`src/rtl/seqgen_pkg.sv`:
```
// seqgen_pkg: shared FSM encoding, default pattern and counter widths for seqgen_58
package seqgen_pkg;
  typedef enum logic [1:0] {
    S_IDLE = 2'd0,
    S_SEND = 2'd1,
    S_GAP  = 2'd2,
    S_FIN  = 2'd3
  } state_t;
  localparam logic [7:0] DEF_PATTERN = 8'h58;
  localparam int BIT_W = 3;
  localparam int GAP_W = 4;
  localparam int REP_W = 4;
  // Bit of the 8-bit shift image that carries time index len-4 (MSB is time 0)
  function automatic logic [7:0] inj_mask(input int len);
    return (len >= 4) ? (8'h80 >> (len - 4)) : 8'h00;
  endfunction
endpackage

```
`src/rtl/seqgen_shreg.sv`:
```
// seqgen_shreg: parallel-load, shift-left 8-bit register whose MSB is the serial bit
module seqgen_shreg (
  input  logic       clk,
  input  logic       rst,
  input  logic       i_load,
  input  logic       i_shift,
  input  logic [7:0] i_d,
  output logic       o_msb
);
  logic [7:0] r_q;
  // Load has priority over shift; zero is shifted in at the LSB
  always_ff @(posedge clk or negedge rst)
    if (!rst) r_q <= '0;
    else r_q <= i_load ? i_d : i_shift ? {r_q[6:0], 1'b0} : r_q;
  assign o_msb = r_q[7];
endmodule

```
`src/rtl/seqgen_58.sv`:
```
// seqgen_58: serial pattern transmitter (optional SEQGEN_ERR_INJ_EN adds err_inj corruption of the final repetition)
module seqgen_58 import seqgen_pkg::*; #(
  parameter logic [7:0] PATTERN = DEF_PATTERN,
  parameter int LEN = 8,
  parameter int GAP = 2
) (
  input  logic             clk,
  input  logic             rst,
  input  logic             start,
  input  logic [REP_W-1:0] reps,
`ifdef SEQGEN_ERR_INJ_EN
  input  logic             err_inj,
`endif
  output logic             out,
  output logic             valid,
  output logic             busy,
  output logic             done
);
  state_t r_state, w_nxt;
  logic [BIT_W-1:0] r_bit_cnt, w_bit_nxt;
  logic [GAP_W-1:0] r_gap_cnt, w_gap_nxt;
  logic [REP_W-1:0] r_rep_cnt, w_rep_nxt;
  logic w_load, w_shift, w_reload, w_err;
  logic [7:0] w_ld_val;
  logic r_valid, r_busy, r_done;
`ifdef SEQGEN_ERR_INJ_EN
  logic r_err;
  // Error-inject request is latched together with an accepted start
  always_ff @(posedge clk or negedge rst)
    if (!rst) r_err <= 1'b0;
    else if (r_state == S_IDLE && start) r_err <= err_inj;
  assign w_err = (r_state == S_IDLE) ? err_inj : r_err;
`else
  assign w_err = 1'b0;
`endif
  // Next-state logic; the shift register holds the bit on out, so a reload puts bit 0 on out next cycle
  always_comb begin
    w_nxt = r_state;
    w_bit_nxt = r_bit_cnt;
    w_gap_nxt = r_gap_cnt;
    w_rep_nxt = r_rep_cnt;
    w_load = 1'b0;
    w_shift = 1'b0;
    w_reload = 1'b0;
    case (r_state)
      S_IDLE: if (start) begin
        w_nxt = S_SEND;
        w_reload = 1'b1;
        w_rep_nxt = (reps == '0) ? '0 : reps - 4'd1;
      end
      S_SEND: if (r_bit_cnt != '0) begin
        w_shift = 1'b1;
        w_bit_nxt = r_bit_cnt - 3'd1;
      end else if (r_rep_cnt != '0) begin
        w_rep_nxt = r_rep_cnt - 4'd1;
        if (GAP == 0) w_reload = 1'b1;
        else begin
          w_nxt = S_GAP;
          w_load = 1'b1;
          w_gap_nxt = GAP_W'(GAP - 1);
        end
      end else begin
        w_nxt = S_FIN;
        w_load = 1'b1;
      end
      S_GAP: if (r_gap_cnt == '0) begin
        w_nxt = S_SEND;
        w_reload = 1'b1;
      end else w_gap_nxt = r_gap_cnt - 4'd1;
      default: w_nxt = S_IDLE;
    endcase
    if (w_reload) begin
      w_load = 1'b1;
      w_bit_nxt = BIT_W'(LEN - 1);
    end
    w_ld_val = w_reload ? (PATTERN ^ ((w_err && w_rep_nxt == '0) ? inj_mask(LEN) : 8'h00)) : 8'h00;
  end
  // State, counters and registered status outputs derived from the next state
  always_ff @(posedge clk or negedge rst)
    if (!rst) begin
      r_state <= S_IDLE;
      r_bit_cnt <= '0;
      r_gap_cnt <= '0;
      r_rep_cnt <= '0;
      r_valid <= 1'b0;
      r_busy <= 1'b0;
      r_done <= 1'b0;
    end else begin
      r_state <= w_nxt;
      r_bit_cnt <= w_bit_nxt;
      r_gap_cnt <= w_gap_nxt;
      r_rep_cnt <= w_rep_nxt;
      r_valid <= (w_nxt == S_SEND);
      r_busy <= (w_nxt == S_SEND) || (w_nxt == S_GAP);
      r_done <= (w_nxt == S_FIN);
    end
  seqgen_shreg u_shreg (
    .clk(clk),
    .rst(rst),
    .i_load(w_load),
    .i_shift(w_shift),
    .i_d(w_ld_val),
    .o_msb(out)
  );
  assign valid = r_valid;
  assign busy = r_busy;
  assign done = r_done;
endmodule

```
`config.mk`:
```
export PLATFORM = sky130hd
export DESIGN_NAME = seqgen_58
export DESIGN_NICKNAME = d
export VERILOG_FILES = /design/src/rtl/seqgen_pkg.sv /design/src/rtl/seqgen_shreg.sv /design/src/rtl/seqgen_58.sv
export SDC_FILE = /design/constraint.sdc
export NUM_CORES = 1
export LEC_CHECK = 0
export ABC_AREA = 1
export CAP_MARGIN = 20
export CORE_AREA = 5 5 58 65
export DETAILED_ROUTE_END_ITERATION = 12
export DIE_AREA = 0 0 63 70
export PLACE_DENSITY = 0.58
export SLEW_MARGIN = 25
export SYNTH_ARGS = -nofsm -noshare
export SYNTH_HDL_FRONTEND = slang
export SYNTH_SLANG_ARGS = --single-unit
export TNS_END_PERCENT = 50
```
`constraint.sdc`:
```
create_clock -name clk -period 1.8 [get_ports clk]
set_clock_uncertainty 0.1 [all_clocks]
set_input_delay 0.27 -clock clk [delete_from_list [all_inputs] [get_ports clk]]
set_output_delay 0.27 -clock clk [all_outputs]
set_load 0.02 [all_outputs]
```
==> impl_metrics.toml <==
[status]
run_status = "finished, final reports clean"

[routing]
detailedRoute.firstPassIterationCount = 4
initialDrtViolationCount = 24
postRouteWirelength_um = 2078
drcViolationCount = 0
route.detailed.vias_per_inst = 4.633
wl_per_cell_um = 10.44
drt.antenna.violating_nets = 0
dr_total_vias = 922

[timing]
fmax_mhz = 592.7
grt_setup_unrepaired = "false"
report.final.slew_viol_count = 0
setup_tns_after_final_layout_ps = 0
final.period_utilization_pct = 93.73
worst-slew-pin-transition_ps = 299.5
max-slew-margin-rel_pct = 79.95
timing.final.hold_violations = 0
finalWorstPathRequiredPeriod_ps = 1687
setup_violations = 0

[synthesis]
synth_top_area_share_pct = 45.36
synth_cells = 149
synth_sequential_area_ratio_pct = 45.36
synth_cell_types = 15
postSynthAreaPerCell_um2 = 7.776
syn-num-nets = 164
yosys.area.top_type = "sky130_fd_sc_hd__dfrtp_1"
synthesis_warnings = 0
synth-seq-cells = 21
post_synthesis_cell_area_um2 = 1159
leading_post_synthesis_cells_by_cell_area = "sky130_fd_sc_hd__dfrtp_1, sky130_fd_sc_hd__nand2_1, sky130_fd_sc_hd__ha_1, sky130_fd_sc_hd__inv_1, sky130_fd_sc_hd__nand3_1"

[global_route]
antenna_violations_before_repair = 0
total_grt_usage_pct = 10.92
global_route_overflow = 0
first_pass_grt_wire_length_um = 3919
number_of_global_route_vias_before_repair = 944
grt_start_max_net_pins = 22

[pwr]
peakVddDrop_mv = 0.2765
switchingPower_w = 0.0001637
p_total_w = 0.0007396
power.static_leakage_nw = 0.6780
power.share.switching_pct = 22.13
seq_power_share_pct = 63.8
pwr-share-comb_pct = 5.2
power.density_cell_area_nw_per_um2 = 549.8
intPower_w = 0.0005759
clock_power_share_pct = 31.1

[placed_design]
hpwl_um = 1650
routabilityCongestion = 0.7505
placement.io_buffers = 10

[clock_network]
clock_sink_count = 21
path_clk_slew_ps = 120
count_of_cells_resized_by_post_cts_repair = 0
clk_latency_ps = 310
cts.htree.levels = 1
post_cts_hold_buffers = 0
clk_path_buf_depth = 2
cts_buffers = 3
number_of_post_cts_setup_repair_buffers = 0
cts.root.buffer_cell = "sky130_fd_sc_hd__clkbuf_4"
tritoncts_clock_tree = "yes"

[floorplanning]
placement_rows = 21
design.core.area_um2 = 3022
pin_count = 11
fp.dieW_um = 63
floorplan.initialDensity_pct = 38.34
floorplan_die_area_um2 = 4410
die_height_um = 70

[finish]
n_antenna_cell = 0
final_net_count = 181
final_layout_size_suffix_gt1_share_pct = 10.91
fillers = 291
area_overhead_vs_synth_pct = 16.09

[critical_path]
end_kind = "flop"
worst_ep_required_time_ps = 1950
worstPathMaxFanout = 5
worst-setup-path-type = "reg2reg"
worstSetupStartpointType = "flop"
worst_ep_arrival_time_ps = 1840

[hold_path]
hold_path.class = "in2async"

[run]
timing.max_cap.violations = 0
registers in the layout, indices dropped and copies added, names as in the netlist:
signal and flops:
r_bit_cnt 3, r_rep_cnt 4, busy 1, done 1, u_shreg.r_q 5, valid 1, r_gap_cnt 4, r_state 2
per-stage QoR:
step	hold WS (ps)	utilization, %	setup slack, ps	instances	area [µm²]
6_report	183.7	44.51	112.8	199	1345
5_1_grt	205.8	44.51	6.474	199	1345
4_1_cts	185.2	44.43	60.19	199	1343
3_5_place_dp	370.2	43.56	75.11	195	1316
3_3_place_gp	358.0	43.56	127.1	195	1316
2_1_floorplan	-125.6	-	216.1	149	1159
synth_stat cells:
library cell,n
sky130_fd_sc_hd__nor2_4,3
sky130_fd_sc_hd__dfrtp_1,21
sky130_fd_sc_hd__nor2_1,8
sky130_fd_sc_hd__ha_1,8
sky130_fd_sc_hd__inv_2,3
sky130_fd_sc_hd__nand2_1,52
sky130_fd_sc_hd__nand2_2,3
sky130_fd_sc_hd__inv_1,23
sky130_fd_sc_hd__nand3_2,1
sky130_fd_sc_hd__nand3_1,15
sky130_fd_sc_hd__xor2_1,1
sky130_fd_sc_hd__a21oi_1,2
sky130_fd_sc_hd__o211ai_1,3
sky130_fd_sc_hd__nor2_2,1
sky130_fd_sc_hd__o21ai_0,5
kinds of logic (layout without fill, tap and decap cells):
| family | after synthesis | in the layout | share of synthesized area, % |
|---|---|---|---|
| fa+ha+maj | 8 | 8 | 8.640 |
| buf+inv | 26 | 42 | 8.423 |
| compound gates | 10 | 10 | 4.967 |
| simple gates | 83 | 83 | 31.86 |
| xor+xnor | 1 | 1 | 0.7561 |
| flops | 21 | 21 | 45.36 |
power groups by stage:
stage	clock (W)	sequential [W]	combinational (W)
floorplan	0	0.000481	0.0000108
global placement	0	0.000481	0.0000386
detailed placement	0	0.000481	0.0000398
CTS	0.000243	0.000472	0.0000399
global route	0.000268	0.000472	0.0000449
finish	0.000230	0.000472	0.0000383
final cells by class:
cell class	count	area [µm²]	area share [%]
repair buffers	12	115.1	8.558
multi-input cells	102	538.0	40.00
well taps	34	42.54	3.163
flip-flops and latches	21	525.5	39.07
inverters	26	97.59	7.256
clock buffers	4	26.28	1.953
path summary, 6_finish.rpt:
kind | start | to | slack, ps | cells past startpoint
worst max-delay path | r_gap_cnt[0] | busy | 110 | 8
worst min-delay path | rst | r_state[1] | 180 | 2
worst max register to register | r_gap_cnt[0] | busy | 110 | 8
worst min register to register | r_gap_cnt[0] | r_gap_cnt[0] | 390 | 2
max in group asynchronous | rst | u_shreg.r_q[5] | 1200 | 2
min in group clk | r_gap_cnt[0] | r_gap_cnt[0] | 390 | 2
placed cells by master (no fill, tap or decap):
master	instances
sky130_fd_sc_hd__nand2_1	52
sky130_fd_sc_hd__xor2_1	1
sky130_fd_sc_hd__o21ai_0	5
sky130_fd_sc_hd__ha_1	8
sky130_fd_sc_hd__clkbuf_1	1
sky130_fd_sc_hd__nor2_4	3
sky130_fd_sc_hd__o211ai_1	3
sky130_fd_sc_hd__nand3_1	15
sky130_fd_sc_hd__clkbuf_4	3
sky130_fd_sc_hd__nor2_1	7
sky130_fd_sc_hd__nand2_2	3
sky130_fd_sc_hd__clkdlybuf4s50_1	10
sky130_fd_sc_hd__a21oi_1	2
sky130_fd_sc_hd__inv_1	22
sky130_fd_sc_hd__dfrtp_1	21
sky130_fd_sc_hd__buf_4	2
sky130_fd_sc_hd__inv_2	4
sky130_fd_sc_hd__nor2_2	2
sky130_fd_sc_hd__nand3_2	1
worst max-delay path: stages, from the launching register on:
cell                       delay, ps
sky130_fd_sc_hd__dfrtp_1         400
sky130_fd_sc_hd__inv_1           130
sky130_fd_sc_hd__ha_1            180
sky130_fd_sc_hd__nand3_1         130
sky130_fd_sc_hd__nor2_2          170
sky130_fd_sc_hd__nor2_4           40
sky130_fd_sc_hd__o211ai_1        150
sky130_fd_sc_hd__ha_1            290
sky130_fd_sc_hd__inv_1            50
per-layer routing:
layer	wire length [µm]	track usage, %
met1	956	12.70
met2	1024	18.24
met3	53	2.244
met4	44	6.368
met5	0	0
(Power assumes the default switching activity.)
